--- src/rtl/branch_rs_pkg.sv ---
// Shared types for the branch reservation station and the branch FU.
// Holds the branch-type encoding both sides agree on, the default station depth
// and a reference entry layout at the default widths.
package branch_rs_pkg;

  localparam int unsigned BR_RS_ENTRIES = 4;
  localparam int unsigned BR_WORD_W     = 32;
  localparam int unsigned BR_TAG_W      = 4;

  // Comparison class; the FU pairs each with gate_sel to pick the sense.
  typedef enum logic [1:0] {
    BrEqNe   = 2'd0,
    BrLtGe   = 2'd1,
    BrLtuGeu = 2'd2,
    BrRsvd   = 2'd3
  } br_type_e;

  typedef struct packed {
    logic                 valid;
    br_type_e             branch_type;
    logic                 gate_sel;
    logic [BR_WORD_W-1:0] pc;
    logic [BR_WORD_W-1:0] imm;
    logic [BR_WORD_W-1:0] rs1_val;
    logic                 rs1_rdy;
    logic [BR_TAG_W-1:0]  rs1_tag;
    logic [BR_WORD_W-1:0] rs2_val;
    logic                 rs2_rdy;
    logic [BR_TAG_W-1:0]  rs2_tag;
    logic [BR_TAG_W-1:0]  rob_tag;
  } branch_rs_entry_t;

endpackage

--- src/rtl/branch_rs_select.sv ---
// Lowest-index-ready priority encoder for the branch reservation station.
// Ports:
//   ready_i  per-entry "valid and both operands ready"
//   found_o  at least one entry is ready
//   idx_o    index of the lowest ready entry (0 when none)
module branch_rs_select #(
  parameter int unsigned NumEntries = 4,
  localparam int unsigned IdxW      = $clog2(NumEntries)
) (
  input  logic [NumEntries-1:0] ready_i,
  output logic                  found_o,
  output logic [IdxW-1:0]       idx_o
);

  // Scan high to low so the last hit, the lowest index, wins.
  always_comb begin
    found_o = 1'b0;
    idx_o   = '0;
    for (int i = NumEntries - 1; i >= 0; i--) begin
      if (ready_i[i]) begin
        found_o = 1'b1;
        idx_o   = IdxW'(i);
      end
    end
  end

endmodule

--- src/rtl/branch_rs.sv ---
// Collapsing-queue reservation station feeding the branch FU.
// Entry 0 is the oldest; valid entries are contiguous from 0. Entries wait for both
// operands, snoop the CDB, and the oldest ready one moves into a registered
// valid/ready issue stage whose fields map straight onto the FU inputs.
// Ports:
//   CLK, nRST          clock, async active-low reset
//   flush              squash all entries and the issue register
//   disp_*             dispatch request/payload, disp_ready back-pressure
//   cdb_*              common data bus broadcast
//   iss_*              issue register outputs, iss_ready from the FU
//   count              occupied entries
module branch_rs
  import branch_rs_pkg::*;
#(
  parameter int unsigned NUM_ENTRIES = BR_RS_ENTRIES,
  parameter int unsigned WORD_W      = 32,
  parameter int unsigned TAG_W       = 4,
  localparam int unsigned CntW       = $clog2(NUM_ENTRIES + 1)
) (
  input  logic              CLK,
  input  logic              nRST,
  input  logic              flush,
  input  logic              disp_valid,
  output logic              disp_ready,
  input  logic [1:0]        disp_branch_type,
  input  logic              disp_gate_sel,
  input  logic [WORD_W-1:0] disp_pc,
  input  logic [WORD_W-1:0] disp_imm,
  input  logic [WORD_W-1:0] disp_rs1_val,
  input  logic [WORD_W-1:0] disp_rs2_val,
  input  logic              disp_rs1_rdy,
  input  logic              disp_rs2_rdy,
  input  logic [TAG_W-1:0]  disp_rs1_tag,
  input  logic [TAG_W-1:0]  disp_rs2_tag,
  input  logic [TAG_W-1:0]  disp_rob_tag,
  input  logic              cdb_valid,
  input  logic [TAG_W-1:0]  cdb_tag,
  input  logic [WORD_W-1:0] cdb_value,
  output logic              iss_valid,
  input  logic              iss_ready,
  output logic [1:0]        iss_branch_type,
  output logic              iss_gate_sel,
  output logic [WORD_W-1:0] iss_pc,
  output logic [WORD_W-1:0] iss_imm,
  output logic [WORD_W-1:0] iss_reg_a,
  output logic [WORD_W-1:0] iss_reg_b,
  output logic [TAG_W-1:0]  iss_rob_tag,
  output logic [CntW-1:0]   count
);

  localparam int unsigned IdxW = $clog2(NUM_ENTRIES);

  typedef struct packed {
    logic              valid;
    br_type_e          branch_type;
    logic              gate_sel;
    logic [WORD_W-1:0] pc;
    logic [WORD_W-1:0] imm;
    logic [WORD_W-1:0] rs1_val;
    logic              rs1_rdy;
    logic [TAG_W-1:0]  rs1_tag;
    logic [WORD_W-1:0] rs2_val;
    logic              rs2_rdy;
    logic [TAG_W-1:0]  rs2_tag;
    logic [TAG_W-1:0]  rob_tag;
  } entry_t;

  typedef struct packed {
    logic              valid;
    br_type_e          branch_type;
    logic              gate_sel;
    logic [WORD_W-1:0] pc;
    logic [WORD_W-1:0] imm;
    logic [WORD_W-1:0] reg_a;
    logic [WORD_W-1:0] reg_b;
    logic [TAG_W-1:0]  rob_tag;
  } iss_t;

  entry_t                 ent_q [NUM_ENTRIES];
  entry_t                 ent_d [NUM_ENTRIES];
  entry_t                 woken [NUM_ENTRIES];
  entry_t                 disp_ent;
  iss_t                   iss_q, iss_d;
  logic [CntW-1:0]        count_q, count_d, wr_idx;
  logic [NUM_ENTRIES-1:0] cand;
  logic                   sel_found;
  logic [IdxW-1:0]        sel_idx;
  logic                   disp_fire, issue_fire;

  // No credit for a same-cycle issue: a full station refuses dispatch.
  assign disp_ready = (count_q < CntW'(NUM_ENTRIES)) && !flush;
  assign disp_fire  = disp_valid && disp_ready;

  always_comb begin
    cand = '0;
    for (int i = 0; i < NUM_ENTRIES; i++) begin
      cand[i] = ent_q[i].valid & ent_q[i].rs1_rdy & ent_q[i].rs2_rdy;
    end
  end

  branch_rs_select #(
    .NumEntries (NUM_ENTRIES)
  ) u_select (
    .ready_i (cand),
    .found_o (sel_found),
    .idx_o   (sel_idx)
  );

  assign issue_fire = sel_found && (!iss_q.valid || iss_ready);
  // The slot the new entry lands in after the issuing entry collapses out.
  assign wr_idx     = count_q - CntW'(issue_fire);

  // Incoming entry, with a same-cycle CDB bypass for operands not yet ready.
  always_comb begin
    disp_ent             = '0;
    disp_ent.valid       = 1'b1;
    disp_ent.branch_type = br_type_e'(disp_branch_type);
    disp_ent.gate_sel    = disp_gate_sel;
    disp_ent.pc          = disp_pc;
    disp_ent.imm         = disp_imm;
    disp_ent.rs1_val     = disp_rs1_val;
    disp_ent.rs1_rdy     = disp_rs1_rdy;
    disp_ent.rs1_tag     = disp_rs1_tag;
    disp_ent.rs2_val     = disp_rs2_val;
    disp_ent.rs2_rdy     = disp_rs2_rdy;
    disp_ent.rs2_tag     = disp_rs2_tag;
    disp_ent.rob_tag     = disp_rob_tag;
    if (!disp_rs1_rdy && cdb_valid && (cdb_tag == disp_rs1_tag)) begin
      disp_ent.rs1_val = cdb_value;
      disp_ent.rs1_rdy = 1'b1;
    end
    if (!disp_rs2_rdy && cdb_valid && (cdb_tag == disp_rs2_tag)) begin
      disp_ent.rs2_val = cdb_value;
      disp_ent.rs2_rdy = 1'b1;
    end
  end

  // Wakeup, then collapse around the issued entry, then append the dispatch.
  always_comb begin
    for (int i = 0; i < NUM_ENTRIES; i++) begin
      woken[i] = ent_q[i];
      if (ent_q[i].valid && cdb_valid) begin
        if (!ent_q[i].rs1_rdy && (ent_q[i].rs1_tag == cdb_tag)) begin
          woken[i].rs1_val = cdb_value;
          woken[i].rs1_rdy = 1'b1;
        end
        if (!ent_q[i].rs2_rdy && (ent_q[i].rs2_tag == cdb_tag)) begin
          woken[i].rs2_val = cdb_value;
          woken[i].rs2_rdy = 1'b1;
        end
      end
    end

    for (int i = 0; i < NUM_ENTRIES - 1; i++) begin
      if (issue_fire && (i >= int'(sel_idx))) begin
        ent_d[i] = woken[i+1];
      end else begin
        ent_d[i] = woken[i];
      end
    end
    // The top slot always empties on an issue, whichever entry left.
    ent_d[NUM_ENTRIES-1] = issue_fire ? '0 : woken[NUM_ENTRIES-1];

    for (int i = 0; i < NUM_ENTRIES; i++) begin
      if (disp_fire && (int'(wr_idx) == i)) begin
        ent_d[i] = disp_ent;
      end
    end

    if (flush) begin
      for (int i = 0; i < NUM_ENTRIES; i++) begin
        ent_d[i] = '0;
      end
    end
  end

  always_comb begin
    iss_d = iss_q;
    if (flush) begin
      iss_d.valid = 1'b0;
    end else if (issue_fire) begin
      iss_d.valid       = 1'b1;
      iss_d.branch_type = ent_q[sel_idx].branch_type;
      iss_d.gate_sel    = ent_q[sel_idx].gate_sel;
      iss_d.pc          = ent_q[sel_idx].pc;
      iss_d.imm         = ent_q[sel_idx].imm;
      iss_d.reg_a       = ent_q[sel_idx].rs1_val;
      iss_d.reg_b       = ent_q[sel_idx].rs2_val;
      iss_d.rob_tag     = ent_q[sel_idx].rob_tag;
    end else if (iss_ready) begin
      iss_d.valid = 1'b0;
    end
  end

  always_comb begin
    count_d = count_q + CntW'(disp_fire) - CntW'(issue_fire);
    if (flush) begin
      count_d = '0;
    end
  end

  always_ff @(posedge CLK or negedge nRST) begin
    if (!nRST) begin
      for (int i = 0; i < NUM_ENTRIES; i++) begin
        ent_q[i] <= '0;
      end
      iss_q   <= '0;
      count_q <= '0;
    end else begin
      for (int i = 0; i < NUM_ENTRIES; i++) begin
        ent_q[i] <= ent_d[i];
      end
      iss_q   <= iss_d;
      count_q <= count_d;
    end
  end

  assign iss_valid       = iss_q.valid;
  assign iss_branch_type = iss_q.branch_type;
  assign iss_gate_sel    = iss_q.gate_sel;
  assign iss_pc          = iss_q.pc;
  assign iss_imm         = iss_q.imm;
  assign iss_reg_a       = iss_q.reg_a;
  assign iss_reg_b       = iss_q.reg_b;
  assign iss_rob_tag     = iss_q.rob_tag;
  assign count           = count_q;

endmodule

--- config.mk ---
export PLATFORM = sky130hd
export DESIGN_NAME = branch_rs
export DESIGN_NICKNAME = d
export VERILOG_FILES = /design/src/rtl/branch_rs_pkg.sv /design/src/rtl/branch_rs_select.sv /design/src/rtl/branch_rs.sv
export SDC_FILE = /design/constraint.sdc
export NUM_CORES = 2
export LEC_CHECK = 0
export ABC_AREA = 0
export CORE_MARGIN = 10
export CORE_UTILIZATION = 59
export DETAILED_ROUTE_END_ITERATION = 10
export GPL_ROUTABILITY_DRIVEN = 0
export PLACE_DENSITY = 0.79
export SLEW_MARGIN = 20
export SYNTH_ARGS = -nofsm -noshare
export SYNTH_HDL_FRONTEND = slang
export SYNTH_SLANG_ARGS = --single-unit
--- constraint.sdc ---
create_clock -name CLK -period 5 [get_ports CLK]
set_clock_uncertainty 0.2 [all_clocks]
set_input_delay 1 -clock CLK [delete_from_list [all_inputs] [get_ports CLK]]
set_output_delay 1 -clock CLK [all_outputs]
set_load 0.005 [all_outputs]
==> metrics.txt <==
status finished clean; routed vias/inst 7.37; CTS Buffer Depth 3; DRC violations left 0; max-slew violations 0; final setup TNS 0 ps; largest cells by area after synthesis dfrtp_1, mux2i_1, nand2_1; startpoint types primary input; RSZ-0062 raised after global routing no; Hold Fails Final Rpt 0; commonest non-fill, non-tap cell in the layout nand2_1; Worst-path clk slew 60 ps; largest net degree at the start of global routing ~140; commonest register cell after synthesis dfrtp_1; All-Layer GR Usage 36.9%; CP Max Fanout 18; ANT nets after route 0; headroom to the max-slew limit 23.5%; Die Height 281 microns; WP buf/inv 2; H-tree depth 3; Seq/Total Area, Yosys 44.9%; pwr/cell area 299 nW/um^2; post-cts resize count 0; total gr overflow 0; CTS root buf clkbuf_16; clock period minus worst slack 3990 ps; worst path arrival time between 4000 and 5000 ps; CP Capture Type flop; Post-synth EDFFs 0; initial antenna violation count 16; first-pass GRT wire length 230,000 microns; PortBufs between 300 and 400; Fmax ~250 MHz; HPWL Detailed about 87,000 microns; worst skew pair latency approximately 660 ps; R2R cell count 10; Rows 95; CTS Buf Count 78; cts hold-fix bufs 0; Max VDD drop 0.405 mV; register bit total from synthesis 723; CTS tree done; layout cells sized above 1 under 10%; slowest stage delay, CP 660 ps; worst path required time 5370 ps; crit-path cells clkdlybuf4s50_1, nor2b_1, a21oi_4, ha_1, ha_1, nor2_1, and2_1, nor2_2, buf_4, a32o_1; total number of vias 38.7k; CP top delay family simple AND/OR/NAND/NOR gates; post-CTS setup buffer count 0; Total Wirelength 149,000 microns; most frequent cell on the critical path ha_1; Yosys top cell by area dfrtp_1; Iter 0 DRT Violations 4,968; warnings from Yosys 0; I/O pins 327; slowest CP cell nor2_2; share of async-settable or async-resettable flops after synthesis 100%; core box area slightly below 70,000 sq um; Tot Pwr between 10 and 15 mW; max-cap violations 0; routed len/inst 28.4 microns; final setup fails 0; Critical Path Stages 10; final worst-path cycle share 79.7%; Mean Syn Cell Area 9.42 sq um; Initial Utilization 59.7%; Static Leak 20.1 nW; Sink Count 723; vias in the first global route 39.0k; die area 79,200 sq um; Netlist Area Pre-Place 40,300 sq um; Die Width 281 microns; Setup CP Type primary input to flop; Pre-antenna DRT Iters 8; Hold Crit Class primary input to async pin; most frequent cells in the layout nand2_1, dfrtp_1, mux2i_1, nor2_1, clkdlybuf4s50_1; P&R area growth vs syn 16.3%; worst slew pin tran 1150 ps; synthesized net count 4,471; fin nets between 4k and 5k; synthesized instance count about 4.3k; Synth cell types 64; area share of the largest cell type after synthesis 44.9%
stage by stage:
stage / std cells / setup WS (ps) / cell area, sq um / util (%) / hold WS, ps
6_report: 5254 / 1010 / 46900 / 69.5 / 219
5_1_grt: 5251 / 866 / 46900 / 69.5 / 262
4_1_cts: 5244 / 955 / 46800 / 69.4 / 260
3_5_place_dp: 5109 / 255 / 44400 / 65.7 / 275
3_3_place_gp: 5109 / 381 / 44400 / 65.7 / 272
2_1_floorplan: 4279 / 1050 / 40300 / - / 266
state kept, by name (all words and copies together), names as in the netlist:
name             count
count                3
ent_q              584
iss_branch_type      2
iss_gate_sel         1
iss_imm             32
iss_pc              32
iss_reg_a           32
iss_reg_b           32
iss_rob_tag          4
iss_valid            1
synthesized netlist by cell type, types with 66 or more instances:
| master | instances |
|---|---|
| buf_2 | 99 |
| mux2_2 | 96 |
| clkbuf_1 | 348 |
| o221ai_1 | 136 |
| o32ai_1 | 66 |
| nor2_1 | 350 |
| nand2_1 | 822 |
| nand3_1 | 137 |
| a21oi_1 | 67 |
| dfrtp_1 | 723 |
| a22o_1 | 79 |
| a32o_1 | 97 |
| mux2i_1 | 366 |
| a311oi_1 | 269 |
layer usage:
| metal | vias to the layer above | wire [microns] | global-route usage (%) |
|---|---|---|---|
| met5 | - | 139 | 0 |
| met2 | 2898 | 67500 | 57.1 |
| met4 | 20 | 9870 | 22.7 |
| li1 | 16100 | - | - |
| met3 | 708 | 18800 | 11.5 |
| met1 | 19000 | 52900 | 44.7 |
worst paths after layout:
check | from | end | slack, ps
setup / recovery | iss_ready | ent_q[161] | 1010
hold reg to reg | iss_reg_a[23] | iss_reg_a[23] | 290
min in group CLK | iss_reg_a[23] | iss_reg_a[23] | 290
max in group asynchronous | nRST | iss_pc[14] | 3190
hold / removal | nRST | iss_reg_a[14] | 220
setup reg to reg | ent_q[300] | ent_q[161] | 1030
cells by family after synthesis:
family          after synthesis  share of synthesized area, %
simple gates               1453                          15.0
buf+inv                     494                          4.93
compound gates             1102                          22.4
flops                       723                          44.9
mux                         462                          11.8
xor+xnor                     40                         0.869
fa+ha+maj                     5                         0.174
power by group:
part / total [mW] / internal [mW] / switching [mW]
clock network: 5.76 / 3.22 / 2.54
logic: 1.93 / 0.737 / 1.19
registers: 6.35 / 6.13 / 0.214
final cells by class:
class	count	area [sq um]
multi-input combinational	3062	20500
clock buffer	111	2230
tap	873	1090
antenna	8	20.0
timing repair buffer	442	4650
sequential	723	18100
clock inverter	24	241
fill	5116	20600
inverter	11	41.3
(Power assumes the default switching activity.)
